$ cat src/rtl/tft_bus_arbiter_if.sv
// rtl/tft_bus_arbiter_if.sv - requester and tft_spi side signals shared through the TFT bus arbiter
interface tft_bus_arbiter_if #(
    parameter int NUM_REQ = 4
) ();
    localparam int IDW = (NUM_REQ > 1) ? $clog2(NUM_REQ) : 1;

    logic [NUM_REQ-1:0]   req;
    logic [8*NUM_REQ-1:0] req_data;
    logic [NUM_REQ-1:0]   req_dc;
    logic [NUM_REQ-1:0]   req_transmit;
    logic                 tft_busy;
    logic [7:0]           tft_data;
    logic                 tft_dc;
    logic                 tft_transmit;
    logic [NUM_REQ-1:0]   grant;
    logic [IDW-1:0]       grant_id;
    logic                 bus_idle;
    logic                 timeout_flag;
    logic [IDW-1:0]       timeout_id;

    modport master (
        output req, req_data, req_dc, req_transmit, tft_busy,
        input  tft_data, tft_dc, tft_transmit, grant, grant_id, bus_idle, timeout_flag, timeout_id
    );

    modport slave (
        input  req, req_data, req_dc, req_transmit, tft_busy,
        output tft_data, tft_dc, tft_transmit, grant, grant_id, bus_idle, timeout_flag, timeout_id
    );
endinterface

$ cat src/rtl/tft_bus_arbiter.sv
// rtl/tft_bus_arbiter.sv - non-preemptive arbiter sharing one tft_spi byte transmitter
module tft_bus_arbiter #(
    parameter int NUM_REQ     = 4,
    parameter int ROUND_ROBIN = 0,
    parameter int TIMEOUT     = 65535,
    parameter int GAP_CYCLES  = 1
) (
    input  logic             clk,
    input  logic             rst,
    tft_bus_arbiter_if.slave bus
);
    localparam int IDW   = (NUM_REQ > 1) ? $clog2(NUM_REQ) : 1;
    localparam int TW    = (TIMEOUT > 0) ? $clog2(TIMEOUT + 1) : 1;
    localparam int GAP_N = (GAP_CYCLES > 1) ? GAP_CYCLES : 1;
    localparam int GW    = (GAP_N > 1) ? $clog2(GAP_N) : 1;

    localparam logic [TW-1:0]  TMAX     = TW'(TIMEOUT);
    localparam logic [GW-1:0]  GLAST    = GW'(GAP_N - 1);
    localparam logic [IDW-1:0] LAST_RST = IDW'(NUM_REQ - 1);

    localparam logic [1:0] S_IDLE  = 2'd0;
    localparam logic [1:0] S_GRANT = 2'd1;
    localparam logic [1:0] S_DRAIN = 2'd2;
    localparam logic [1:0] S_GAP   = 2'd3;

    logic [1:0]         state_q, state_d;
    logic [NUM_REQ-1:0] grant_q, grant_d;
    logic [NUM_REQ-1:0] mask_q, mask_d;
    logic [IDW-1:0]     grant_id_q, grant_id_d;
    logic [IDW-1:0]     last_grant_q, last_grant_d;
    logic [IDW-1:0]     timeout_id_q, timeout_id_d;
    logic               timeout_flag_q, timeout_flag_d;
    logic               bus_idle_q, bus_idle_d;
    logic [TW-1:0]      wd_cnt_q, wd_cnt_d;
    logic [GW-1:0]      gap_cnt_q, gap_cnt_d;

    logic [NUM_REQ-1:0] cand;
    logic               win_found;
    logic [IDW-1:0]     win_id;
    logic               owner_req;
    logic               owner_tx;
    logic               wd_expire;
    int                 idx;

    assign cand      = bus.req & ~mask_q;
    assign owner_req = bus.req[grant_id_q];
    assign owner_tx  = bus.req_transmit[grant_id_q];

    // Rotating search starts just after the previous owner; fixed mode starts at index 0.
    always_comb begin
        win_found = 1'b0;
        win_id    = '0;
        idx       = 0;
        for (int k = 0; k < NUM_REQ; k++) begin
            idx = (ROUND_ROBIN != 0) ? ((int'(last_grant_q) + 1 + k) % NUM_REQ) : k;
            if (!win_found && cand[IDW'(idx)]) begin
                win_found = 1'b1;
                win_id    = IDW'(idx);
            end
        end
    end

    always_comb begin
        state_d        = state_q;
        grant_d        = grant_q;
        grant_id_d     = grant_id_q;
        last_grant_d   = last_grant_q;
        timeout_flag_d = timeout_flag_q;
        timeout_id_d   = timeout_id_q;
        mask_d         = mask_q & bus.req;
        wd_cnt_d       = wd_cnt_q;
        gap_cnt_d      = gap_cnt_q;
        wd_expire      = 1'b0;
        case (state_q)
            S_IDLE: begin
                if (win_found) begin
                    state_d      = S_GRANT;
                    grant_d      = NUM_REQ'(1) << win_id;
                    grant_id_d   = win_id;
                    last_grant_d = win_id;
                    wd_cnt_d     = '0;
                end
            end
            S_GRANT: begin
                if (owner_tx || bus.tft_busy) begin
                    wd_cnt_d = '0;
                end else if (wd_cnt_q != TMAX) begin
                    wd_cnt_d = wd_cnt_q + TW'(1);
                end
                wd_expire = (TIMEOUT != 0) && (wd_cnt_d == TMAX);
                // A release in the expiry cycle wins over the revoke.
                if (!owner_req) begin
                    state_d = S_DRAIN;
                    grant_d = '0;
                end else if (wd_expire) begin
                    state_d              = S_DRAIN;
                    grant_d              = '0;
                    timeout_flag_d       = 1'b1;
                    timeout_id_d         = grant_id_q;
                    mask_d[grant_id_q]   = 1'b1;
                end
            end
            S_DRAIN: begin
                if (!bus.tft_busy) begin
                    state_d   = S_GAP;
                    gap_cnt_d = '0;
                end
            end
            default: begin
                if (gap_cnt_q == GLAST) begin
                    state_d = S_IDLE;
                end else begin
                    gap_cnt_d = gap_cnt_q + GW'(1);
                end
            end
        endcase
        bus_idle_d = (state_d == S_IDLE);
    end

    always_ff @(posedge clk) begin
        if (rst) begin
            state_q        <= S_IDLE;
            grant_q        <= '0;
            grant_id_q     <= '0;
            last_grant_q   <= LAST_RST;
            timeout_flag_q <= 1'b0;
            timeout_id_q   <= '0;
            mask_q         <= '0;
            wd_cnt_q       <= '0;
            gap_cnt_q      <= '0;
            bus_idle_q     <= 1'b1;
        end else begin
            state_q        <= state_d;
            grant_q        <= grant_d;
            grant_id_q     <= grant_id_d;
            last_grant_q   <= last_grant_d;
            timeout_flag_q <= timeout_flag_d;
            timeout_id_q   <= timeout_id_d;
            mask_q         <= mask_d;
            wd_cnt_q       <= wd_cnt_d;
            gap_cnt_q      <= gap_cnt_d;
            bus_idle_q     <= bus_idle_d;
        end
    end

    always_comb begin
        bus.tft_data     = 8'h00;
        bus.tft_dc       = 1'b0;
        bus.tft_transmit = 1'b0;
        if (state_q == S_GRANT) begin
            bus.tft_data     = bus.req_data[{grant_id_q, 3'b000} +: 8];
            bus.tft_dc       = bus.req_dc[grant_id_q];
            bus.tft_transmit = owner_tx;
        end
    end

    assign bus.grant        = grant_q;
    assign bus.grant_id     = grant_id_q;
    assign bus.bus_idle     = bus_idle_q;
    assign bus.timeout_flag = timeout_flag_q;
    assign bus.timeout_id   = timeout_id_q;
endmodule

$ cat src/flat_wrapper.sv
// flat-port wrapper written by rule: the top's interface ports become plain ports
module tft_bus_arbiter_flat 
#(
    parameter int NUM_REQ     = 4,
    parameter int ROUND_ROBIN = 0,
    parameter int TIMEOUT     = 65535,
    parameter int GAP_CYCLES  = 1
)
  (clk, rst, bus_req, bus_req_data, bus_req_dc, bus_req_transmit, bus_tft_busy, bus_tft_data, bus_tft_dc, bus_tft_transmit, bus_grant, bus_grant_id, bus_bus_idle, bus_timeout_flag, bus_timeout_id);
  tft_bus_arbiter_if #(.NUM_REQ(NUM_REQ)) bus_i ();
  input  logic clk;
  input  logic rst;
  input wire logic [$bits(bus_i.req)-1:0] bus_req;
  input wire logic [$bits(bus_i.req_data)-1:0] bus_req_data;
  input wire logic [$bits(bus_i.req_dc)-1:0] bus_req_dc;
  input wire logic [$bits(bus_i.req_transmit)-1:0] bus_req_transmit;
  input wire logic [$bits(bus_i.tft_busy)-1:0] bus_tft_busy;
  output wire logic [$bits(bus_i.tft_data)-1:0] bus_tft_data;
  output wire logic [$bits(bus_i.tft_dc)-1:0] bus_tft_dc;
  output wire logic [$bits(bus_i.tft_transmit)-1:0] bus_tft_transmit;
  output wire logic [$bits(bus_i.grant)-1:0] bus_grant;
  output wire logic [$bits(bus_i.grant_id)-1:0] bus_grant_id;
  output wire logic [$bits(bus_i.bus_idle)-1:0] bus_bus_idle;
  output wire logic [$bits(bus_i.timeout_flag)-1:0] bus_timeout_flag;
  output wire logic [$bits(bus_i.timeout_id)-1:0] bus_timeout_id;
  assign bus_i.req = bus_req;
  assign bus_i.req_data = bus_req_data;
  assign bus_i.req_dc = bus_req_dc;
  assign bus_i.req_transmit = bus_req_transmit;
  assign bus_i.tft_busy = bus_tft_busy;
  assign bus_tft_data = bus_i.tft_data;
  assign bus_tft_dc = bus_i.tft_dc;
  assign bus_tft_transmit = bus_i.tft_transmit;
  assign bus_grant = bus_i.grant;
  assign bus_grant_id = bus_i.grant_id;
  assign bus_bus_idle = bus_i.bus_idle;
  assign bus_timeout_flag = bus_i.timeout_flag;
  assign bus_timeout_id = bus_i.timeout_id;
  tft_bus_arbiter #(.NUM_REQ(NUM_REQ), .ROUND_ROBIN(ROUND_ROBIN), .TIMEOUT(TIMEOUT), .GAP_CYCLES(GAP_CYCLES)) u_core (.clk(clk), .rst(rst), .bus(bus_i));
endmodule
$ cat config.mk
export PLATFORM = sky130hd
export DESIGN_NAME = tft_bus_arbiter_flat
export DESIGN_NICKNAME = d
export VERILOG_FILES = /design/src/rtl/tft_bus_arbiter_if.sv /design/src/rtl/tft_bus_arbiter.sv /design/src/flat_wrapper.sv
export SDC_FILE = /design/constraint.sdc
export NUM_CORES = 1
export LEC_CHECK = 0
export CAP_MARGIN = 20
export CORE_MARGIN = 4
export CORE_UTILIZATION = 35
export CTS_CLUSTER_SIZE = 24
export DETAILED_ROUTE_END_ITERATION = 10
export PLACE_DENSITY = 0.63
export SLEW_MARGIN = 40
export SYNTH_ARGS = -nofsm -noshare
export SYNTH_HDL_FRONTEND = slang
export SYNTH_SLANG_ARGS = --single-unit
$ cat constraint.sdc
create_clock -name clk -period 3.4 [get_ports clk]
set_clock_uncertainty 0.1 [all_clocks]
set_input_delay 0.68 -clock clk [delete_from_list [all_inputs] [get_ports clk]]
set_output_delay 0.68 -clock clk [all_outputs]
set_load 0.005 [all_outputs]
* Word-level counts from Yosys, hierarchy flattened
Cells that the tools add are included. Widths: inputs -> output; s select.
Operators by class: reduce and logical (&&, ||, !) cells 13, $add $sub $neg 2, shift-type cells 2, bitwise gates (word level) 5, multiplexer cells 35, order comparisons 2, equal/unequal tests 7
Operator list (count):
- $mux 16 | 4
- $pmux 16 s2 | 1
- $shiftx 32x6->8 | 1
- $mux 4 | 6
- $add 16x1->16 const B | 1
- $eq 16x16->1 const B | 1
- $ne 16x16->1 const B | 1
- $mux 1 | 11
- $mux 2 | 5
- $mux 8 | 1
- $pmux 4 s2 | 1
- $bmux 1 s2 | 3
- $pmux 2 s3 | 1
- $reduce_and 2->1 | 3
- $reduce_and 3->1 | 2
- $and 4x4->4 | 1
- $logic_not 2->1 | 2
- $or 4x4->4 | 1
- $shl 1x1->4 const A | 1
- $lt 2x3->1 const B | 1
- $ne 3x3->1 const B | 1
- $and 2x2->2 | 1
- $demux 1 s2 | 1
- $eq 2x1->1 const B | 1
- 13 further kinds | 14
Storage, ports and cells: output and inout port bits 20, logic and storage cells 75, register bits after elaboration 33

* Longest topological paths before layout
Gate-level depths: netlist of run 1.
word-level depth 10, depth in mapped cells 9

* Worst setup path before layout of run 1
Ideal clock, no wire load.
kind reg-to-reg, start register u_core.wd_cnt_q[0], end register u_core.mask_q[1], setup slack 829 ps, stages on the path, launching flop included 10, arrival time 2397 ps, data required time 3226 ps, path through dfxtp_1 ha_1 nand3_2 nor4_4 buf_6 o31ai_2 a221oi_2 nand4b_2 or4b_1 o21ai_0
On the way: cells in the longest elaborated chain, start to end 8, elaborated cells on any way between the ends 9, classes of those cells 1 x add/sub; 2 x eq/ne; 6 x mux
RTL lines:
- from (decl) | line tft_bus_arbiter.sv:34 | logic [TW-1:0] wd_cnt_q, wd_cnt_d;
- from (signal assigned) | line tft_bus_arbiter.sv:140 | wd_cnt_q <= wd_cnt_d;
- $add 16x1->16 / $ne 16x16->1 (equally long branches) | line tft_bus_arbiter.sv:88, tft_bus_arbiter.sv:87
- $mux 16 * | line tft_bus_arbiter.sv:87 | end else if (wd_cnt_q != TMAX) begin
- $mux 16 * | line tft_bus_arbiter.sv:85 | if (owner_tx || bus.tft_busy) begin
- $mux 16 * | line tft_bus_arbiter.sv:74 | case (state_q)
- $eq 16x16->1 * | line tft_bus_arbiter.sv:90 | wd_expire = (TIMEOUT != 0) && (wd_cnt_d == TMAX);
- $mux 4 * | line tft_bus_arbiter.sv:95 | end else if (wd_expire) begin
- $mux 4 * | line tft_bus_arbiter.sv:92 | if (!owner_req) begin
- $mux 4 * | line tft_bus_arbiter.sv:74
- to (signal assigned) | line tft_bus_arbiter.sv:139 | mask_q <= mask_d;
- to (decl) | line tft_bus_arbiter.sv:28 | logic [NUM_REQ-1:0] mask_q, mask_d;
Mark *: on every way between the ends. The rest lies on a longest branch, timed or not. The select of a mux whose other input is x is not followed. A chain may end at the register's enable or synchronous reset.

* Final worst setup path of run 1
Same ends and word-level chain as after synthesis.

==> impl_metrics.py, run 1 <==
metrics = {
    "placement": {
        "pre_cts_ws_ns": 0.332,
        "dpl.hpwl_um": 3550,
        "place_area_mm2": 0.00224,
        "portBuffers": 40,
        "place.gp.congestion": 0.898,
    },
    "run_status": {
        "status": "finished, final reports clean",
    },
    "sta": {
        "finalSetupTns_ns": 0,
        "tightest_slew_ns": 0.569,
        "fin_crit_ns": 3.01,
        "fmax_mhz": 332,
        "finalSetupViolCount": 0,
        "fin_ws_ns": 0.389,
        "fin_crit_sh_pct": 88.6,
        "rsz0062_at_grt": "no",
        "hold_viol_final": 0,
        "slew_violations": 0,
        "slew_headroom_pct": 61.8,
    },
    "routing": {
        "first_pass_iters": 5,
        "drt-initial-drc-count": 181,
        "ant_nets": 0,
        "wl_um": 4760,
        "drc": 0,
        "wire_per_inst_um": 14.5,
        "vias_per_cell": 5.50,
        "vias": 1803,
    },
    "grt": {
        "grt_max_degree": 17,
        "grt.overflow.total": 0,
        "grt_pass1_wl_um": 7980,
        "grt_pass1_vias": 1733,
        "antenna_found_initial": 0,
        "grt_usage_pct": 15.4,
    },
    "logic_synthesis": {
        "netlist_top_cells_count": "26 x dfxtp_1, 25 x nor2_1, 20 x a21oi_1",
        "synth_most_common_cell": "dfxtp_1",
        "postSynthCellCount": 229,
        "synth_edf_count": 0,
        "ys_seq_elements": 26,
        "ys_seq_area_share_pct": 28.8,
        "avgSynthCellArea_um2": 7.88,
        "synthDominantCellAreaShare_pct": 28.8,
        "synthTopCellsByArea": "dfxtp_1 29%, mux2i_1 6.7%, a21oi_1 5.5%, nor2_1 5.2%, nand2_1 4.0%",
        "async_flop_share_pct": 0,
        "ys_types": 55,
        "ys.flop_type": "dfxtp_1",
        "synthesis.area_mm2": 0.00180,
        "yosysTopAreaCell": "dfxtp_1",
        "synth_warnings": 0,
    },
    "power": {
        "p_leak_nw": 0.786,
        "ir_worst_vdd_v": 0.000168,
        "p_switching_mw": 0.190,
        "power_frac_comb_pct": 21.0,
        "p_seq_share_pct": 43.2,
        "pwr-share-clk_pct": 35.8,
        "switching_share_pct": 25.5,
        "p_int_mw": 0.555,
        "powerDensity_mw_per_mm2": 323,
    },
    "worst_setup_path": {
        "cp_max_fo": 11,
        "start_kind": "flip-flop",
        "setup.worst_path.start": "u_core.wd_cnt_q[0]",
        "critPathRequiredTime_ns": 3.51,
        "reg2reg_depth": 8,
        "reg2reg_to": "u_core.mask_q[1]",
        "worstSetupPathType": "reg -> reg",
        "rrSetupSlack_ns": 0.39,
        "r2r_start": "u_core.wd_cnt_q[0]",
        "endpoint": "u_core.mask_q[1]",
        "critPathArrivalTime_ns": 3.12,
        "endpoint_kind": "flip-flop",
    },
    "job": {
        "maxCapViolCount": 0,
    },
    "floorplan": {
        "die_area_mm2": 0.00637,
        "coreArea_mm2": 0.00485,
        "start_util_pct": 37.2,
        "io-pin-count": 67,
        "dieHeight_um": 79.8,
        "die_w_um": 79.8,
        "rows": 25,
    },
    "cts": {
        "clock_latency_ns": 0.28,
        "hold_buffers": 0,
        "cts_inserted_buffers": 3,
        "clk_path_buf_depth": 2,
        "cts_tree": "yes",
        "cts_resized": 0,
        "cts.sinks": 26,
        "clk_pin_slew_ns": 0.09,
        "htree_levels": 1,
        "clockRootBuffer": "clkbuf_8",
        "cts_setup_buffers": 0,
    },
    "final_layout": {
        "nFillCells": 485,
        "final_cell_area_mm2": 0.00231,
        "fin_nets": 310,
        "n_antenna_cell": 0,
        "drive_gt1_share_pct": 9.96,
        "syn_to_final_growth_pct": 27.9,
    },
    "hold_path": {
        "hold_path_class": "reg -> reg",
        "whs_path_depth": 2,
    },
}
[flip-flops by register name, indices dropped and copies added, names as in the netlist]
register                 cells
u_core.state_q               2
u_core.bus.grant_id          1
u_core.wd_cnt_q             16
u_core.bus.timeout_flag      1
u_core.mask_q                2
u_core.bus.timeout_id        1
u_core.bus.bus_idle          1
u_core.bus.grant             2
[power by group through the flow]
stage / clock, mW / combinational, mW / sequential (mW)
after global routing: 0.285 / 0.174 / 0.323
after global placement: 0 / 0.158 / 0.329
after CTS: 0.273 / 0.159 / 0.322
after floorplan: 0 / 0.0821 / 0.325
after detailed placement: 0 / 0.157 / 0.329
final: 0.267 / 0.156 / 0.322
[routing by layer]
layer / vias to the layer above / track usage [%] / share of wire (%)
met2: 75 / 26.4 / 46
met3: 2 / 5.64 / 9.6
met1: 814 / 19.0 / 44
met4: 0 / 1.69 / 0.17
met5: - / 0 / 0
li1: 912 / - / -
[worst max-delay path, stage by stage (launching register included)]
cell and delay, ns:
dfxtp_1 0.46, ha_1 0.30, nand3_2 0.14, nor4_4 0.57
o31ai_2 0.16, a221oi_2 0.31, nand4b_2 0.23, or4b_1 0.58
o21ai_0 0.09
[cells by family (layout without fill, tap and decap cells)]
group	Yosys count	count (layout)	share of synthesized area, %
other cells	1	4	0.208
fa+ha+maj	1	1	0.693
simple gates	100	100	32.2
buf+inv	23	52	6.24
xor+xnor	3	3	1.46
compound gates	61	61	22.4
mux	14	14	7.91
flops	26	26	28.8
[cell type report]
class	instances	area, um^2	share of cell area (%)
inverters	3	11.3	0.488
flip-flops and latches	26	520	22.6
clock inverters	1	30.0	1.30
clock buffers	3	41.3	1.79
repair buffers	45	438	19.0
well taps	67	83.8	3.63
multi-input cells	183	1180	51.2
[worst min path at each step]
| stage | from | to | slack, ns |
|---|---|---|---|
| floorplan | u_core.bus.timeout_flag | u_core.bus.timeout_flag | 0.34 |
| detailed placement | u_core.bus.timeout_flag | u_core.bus.timeout_flag | 0.34 |
| CTS | u_core.bus.timeout_flag | u_core.bus.timeout_flag | 0.36 |
| global placement | u_core.bus.timeout_flag | u_core.bus.timeout_flag | 0.35 |
| finish | u_core.bus.timeout_flag | u_core.bus.timeout_flag | 0.36 |
| global route | u_core.bus.timeout_flag | u_core.bus.timeout_flag | 0.38 |
[metrics by stage]
stage	hold slack [ns]	std cells	total power, mW	util [%]
after global routing	0.381	328	0.782	47.6
after detailed placement	0.341	324	0.486	46.1
after CTS	0.363	328	0.753	47.6
after floorplan	0.342	232	0.407	-
after global placement	0.346	324	0.486	46.1
final	0.357	328	0.745	47.6
[layout by cell type (no fill, tap or decap), types with 5 or more instances in the layout]
cell type	synthesis	layout
clkdlybuf4s50_1	0	40
dfxtp_1	26	26
nor2_1	25	25
a21oi_1	20	20
nand2_1	19	19
mux2i_1	12	12
o21ai_0	9	9
nand4_1	8	8
nor3_1	8	8
nand3_1	7	7
nor2b_1	5	5
o31ai_1	5	5
a311oi_1	5	5
a22oi_1	5	5
buf_4	4	5
Power figures use the tool's default switching activity.
==> run 2, diff against run 1 <==
--- a/config.mk
+++ b/config.mk
@@ -7,10 +7,10 @@
 export LEC_CHECK = 0
 export CAP_MARGIN = 20
 export CORE_MARGIN = 4
-export CORE_UTILIZATION = 35
+export CORE_UTILIZATION = 25
 export CTS_CLUSTER_SIZE = 24
 export DETAILED_ROUTE_END_ITERATION = 10
-export PLACE_DENSITY = 0.63
+export PLACE_DENSITY = 0.47
 export SLEW_MARGIN = 40
 export SYNTH_ARGS = -nofsm -noshare
 export SYNTH_HDL_FRONTEND = slang
==> impl_metrics.py, run 2 (synthesis gave the netlist of run 1 again) <==
metrics = {
    "worst_setup_path": {
        "endpoint_kind": "flip-flop",
        "critPathArrivalTime_ns": 3.00,
        "worstSetupPathType": "reg -> reg",
        "critPathRequiredTime_ns": 3.51,
        "cp_max_fo": 8,
        "worstPathCellList": "ha_1 > nand3_2 > buf_4 > nor4_2 > mux2i_1 > a221oi_2 > nand4b_2 > or4b_1 > o21ai_0",
        "start_kind": "flip-flop",
        "crit_buf_inv": 1,
        "cp_slowest_cell": "or4b_1",
        "cpLargestDelayFamily": "simple AND/OR/NAND/NOR gates",
        "slowest_delay_ns": 0.57,
    },
    "routing": {
        "wire_per_inst_um": 13.6,
        "vias": 1807,
        "drt-initial-drc-count": 57,
        "vias_per_cell": 5.05,
        "first_pass_iters": 4,
        "ant_nets": 0,
        "drc": 0,
        "wl_um": 4860,
    },
    "hold_path": {
        "hold_path_class": "reg -> reg",
    },
    "final_layout": {
        "layout_common_cells": "40 x clkdlybuf4s50_1, 26 x dfxtp_1, 25 x nor2_1",
        "final_cell_area_mm2": 0.00235,
        "top_register": "u_core.wd_cnt_q",
        "layout_commonest_cell": "clkdlybuf4s50_1",
        "final_cell_count_no_fill": 358,
        "drive_gt1_share_pct": 10.3,
        "syn_to_final_growth_pct": 30.3,
        "largest_reg_flops": 16,
        "fin_nets": 311,
        "n_antenna_cell": 0,
    },
    "sta": {
        "finalSetupViolCount": 0,
        "fin_crit_sh_pct": 85.1,
        "rsz0062_at_grt": "no",
        "finalSetupTns_ns": 0,
        "fin_crit_ns": 2.89,
        "slew_violations": 0,
        "hold_viol_final": 0,
        "whs_ns": 0.353,
        "fmax_mhz": 346,
    },
    "power": {
        "ir_worst_vdd_v": 0.000176,
        "p_total_mw": 0.740,
        "p_leak_nw": 0.792,
        "powerDensity_mw_per_mm2": 315,
    },
    "floorplan": {
        "io-pin-count": 67,
        "dieHeight_um": 93.0,
        "start_util_pct": 26.1,
        "rows": 30,
        "die_w_um": 93.0,
        "die_area_mm2": 0.00864,
        "coreArea_mm2": 0.00691,
    },
    "cts": {
        "cts_inserted_buffers": 3,
        "cts_tree": "yes",
        "htree_levels": 1,
        "cts_setup_buffers": 0,
        "clk_pin_slew_ns": 0.10,
        "clock_latency_ns": 0.28,
        "hold_buffers": 0,
        "cts_resized": 0,
        "clk_path_buf_depth": 2,
        "clockRootBuffer": "clkbuf_8",
        "cts.sinks": 26,
    },
    "grt": {
        "grt_pass1_wl_um": 8020,
        "grt_max_degree": 16,
        "grt.overflow.total": 0,
        "antenna_found_initial": 0,
        "grt_pass1_vias": 1704,
        "grt_usage_pct": 11.4,
    },
    "placement": {
        "portBuffers": 40,
        "dpl.hpwl_um": 3780,
        "place.gp.congestion": 0.829,
        "place_area_mm2": 0.00228,
        "dp.cells": 354,
    },
    "run_status": {
        "status": "finished, final reports clean",
    },
    "job": {
        "maxCapViolCount": 0,
    },
}
## run 2: cell types whose count changed in the layout (fill, tap and decap cells not counted), sizes merged
cell,previous run,this run
buf,5,6
## run 2: worst register-to-register path, cell delays in order (launching register included)
cell	delay, ns
dfxtp_1	0.47
ha_1	0.31
nand3_2	0.14
buf_4	0.19
nor4_2	0.36
mux2i_1	0.16
a221oi_2	0.22
nand4b_2	0.23
or4b_1	0.57
o21ai_0	0.09
## run 2: path summary, 6_finish.rpt
path,cells after the start,slack [ns],from,end
max,9,0.51,u_core.wd_cnt_q[0],u_core.mask_q[1]
min,2,0.35,u_core.bus.timeout_flag,u_core.bus.timeout_flag
max reg2reg,9,0.51,u_core.wd_cnt_q[0],u_core.mask_q[1]
min reg2reg,2,0.35,u_core.bus.timeout_flag,u_core.bus.timeout_flag
## run 2: cell type report
class | instances | area, um^2
clock buffer | 3 | 41.3
inverter | 3 | 11.3
sequential | 26 | 520
multi-input combinational | 183 | 1180
clock inverter | 1 | 30.0
tap | 96 | 120
timing repair buffer | 46 | 445
fill | 733 | 4560
## run 2: layer usage
layer	vias up	wire, um	GRT usage (%)
met3	13	438	4.22
met4	0	93	2.93
met2	67	2290	19.3
met5	-	0	0
met1	813	2040	13.5
li1	914	-	-
## run 2: metrics by stage
stage / util [%] / worst slack [ns]
after detailed placement: 33.0 / 0.371
after global placement: 33.0 / 0.323
final: 34.0 / 0.506
after floorplan: - / 0.829
after CTS: 34.0 / 0.492
after global routing: 34.0 / 0.356
## run 2: where the power goes
| part | internal, mW | switching (mW) |
|---|---|---|
| clock | 0.158 | 0.105 |
| combinational | 0.0846 | 0.0717 |
| sequential | 0.312 | 0.00949 |
==> run 3, diff against run 2 <==
--- a/config.mk
+++ b/config.mk
@@ -10,7 +10,7 @@
 export CORE_UTILIZATION = 25
 export CTS_CLUSTER_SIZE = 24
 export DETAILED_ROUTE_END_ITERATION = 10
-export PLACE_DENSITY = 0.47
+export PLACE_DENSITY = 0.55
 export SLEW_MARGIN = 40
 export SYNTH_ARGS = -nofsm -noshare
 export SYNTH_HDL_FRONTEND = slang
==> impl_metrics.py, run 3 (synthesis gave the netlist of run 1 again) <==
metrics = {
    "run_status": {
        "status": "finished, final reports clean",
    },
    "routing": {
        "first_pass_iters": 5,
        "wire_per_inst_um": 13.3,
        "drt-initial-drc-count": 123,
        "vias_per_cell": 5.11,
        "drc": 0,
        "wl_um": 4760,
        "vias": 1825,
        "ant_nets": 0,
    },
    "floorplan": {
        "die_w_um": 93.0,
        "start_util_pct": 26.1,
        "die_area_mm2": 0.00864,
        "coreArea_mm2": 0.00691,
        "dieHeight_um": 93.0,
        "io-pin-count": 67,
        "rows": 30,
    },
    "sta": {
        "tightest_slew_ns": 0.625,
        "slew_headroom_pct": 58.3,
        "finalSetupViolCount": 0,
        "rsz0062_at_grt": "no",
        "slew_violations": 0,
        "hold_viol_final": 0,
        "fin_crit_ns": 3.01,
        "fmax_mhz": 333,
        "fin_crit_sh_pct": 88.4,
        "finalSetupTns_ns": 0,
    },
    "final_layout": {
        "fin_util_pct": 33.7,
        "layout_common_cells": "40 x clkdlybuf4s50_1, 26 x dfxtp_1, 25 x nor2_1",
        "largest_reg_flops": 16,
        "ff_latch_area_um2": 520,
        "fin_nets": 310,
        "syn_to_final_growth_pct": 29.0,
        "layout_commonest_cell": "clkdlybuf4s50_1",
        "top_register": "u_core.wd_cnt_q",
        "nFillCells": 756,
        "n_antenna_cell": 0,
        "drive_gt1_share_pct": 9.96,
        "multiInputGateArea_mm2": 0.00118,
    },
    "worst_setup_path": {
        "reg2reg_to": "u_core.mask_q[1]",
        "endpoint_kind": "flip-flop",
        "critPathArrivalTime_ns": 3.11,
        "r2r_start": "u_core.wd_cnt_q[1]",
        "worstSetupPathType": "reg -> reg",
        "start_kind": "flip-flop",
        "reg2reg_depth": 8,
        "setup.worst_path.start": "u_core.wd_cnt_q[1]",
        "rrSetupSlack_ns": 0.39,
        "endpoint": "u_core.mask_q[1]",
        "cp_max_fo": 11,
        "critPathRequiredTime_ns": 3.51,
    },
    "grt": {
        "grt_pass1_wl_um": 8060,
        "antenna_found_initial": 0,
        "grt.overflow.total": 0,
        "grt_pass1_vias": 1752,
        "grt_max_degree": 18,
        "grt_usage_pct": 11.3,
    },
    "cts": {
        "cts_tree": "yes",
        "cts_resized": 0,
        "clock_latency_ns": 0.28,
        "htree_levels": 1,
        "cts.sinks": 26,
        "hold_buffers": 0,
        "clockRootBuffer": "clkbuf_8",
        "clk_pin_slew_ns": 0.09,
        "cts_inserted_buffers": 3,
        "cts_setup_buffers": 0,
        "clk_path_buf_depth": 2,
    },
    "placement": {
        "place.gp.congestion": 0.796,
        "portBuffers": 40,
        "dpl.hpwl_um": 3610,
    },
    "hold_path": {
        "hold_path_class": "reg -> reg",
    },
    "power": {
        "powerDensity_mw_per_mm2": 294,
        "p_leak_nw": 0.779,
        "ir_worst_vdd_v": 0.000142,
    },
    "job": {
        "maxCapViolCount": 0,
    },
}
[run 3: final cells by class]
| cell class | instances | share of cell area [%] |
|---|---|---|
| clock buffer | 4 | 2.37 |
| inverter | 3 | 0.484 |
| multi-input combinational | 183 | 50.8 |
| sequential | 26 | 22.4 |
| tap | 96 | 5.16 |
| timing repair buffer | 45 | 18.8 |
[run 3: through the flow]
step           power, mW  cell area (um^2)  hold WS (ns)  instances  setup slack, ns
3_5_place_dp       0.486              2270         0.366        353            0.286
5_1_grt            0.722              2330         0.397        357            0.188
2_1_floorplan      0.407              1820         0.342        232            0.829
4_1_cts            0.695              2330         0.380        357            0.407
3_3_place_gp       0.486              2270         0.359        353            0.327
6_report           0.683              2330         0.373        357            0.393
[run 3: critical path, cell delays in order (launching register included)]
cell and delay [ns]:
dfxtp_1 0.45, ha_1 0.31, nand3_2 0.13, nor4_4 0.58, o31ai_2 0.15, a221oi_2 0.32
nand4b_2 0.23, or4b_1 0.57, o21ai_0 0.09
[run 3: worst min path at each step]
stage	from	endpoint	slack (ns)	depth (start not counted)
after CTS	u_core.mask_q[0]	u_core.mask_q[0]	0.38	2
after detailed placement	u_core.mask_q[0]	u_core.mask_q[0]	0.37	2
final	u_core.bus.timeout_flag	u_core.bus.timeout_flag	0.37	2
after global placement	u_core.mask_q[0]	u_core.mask_q[0]	0.36	2
after floorplan	u_core.bus.timeout_flag	u_core.bus.timeout_flag	0.34	2
after global routing	u_core.mask_q[0]	u_core.mask_q[0]	0.40	2
[run 3: power by group]
group          leakage, nW  switching (mW)  internal (mW)
sequential           0.211         0.00914          0.312
combinational        0.540          0.0705         0.0847
clock               0.0288           0.103          0.104
[run 3: per-layer routing]
metal,up-vias,track usage [%],routed length (um)
met4,0,2.32,15
met5,-,0,0
li1,910,-,-
met1,833,14.3,2170
met3,2,4.39,415
met2,80,18.2,2160
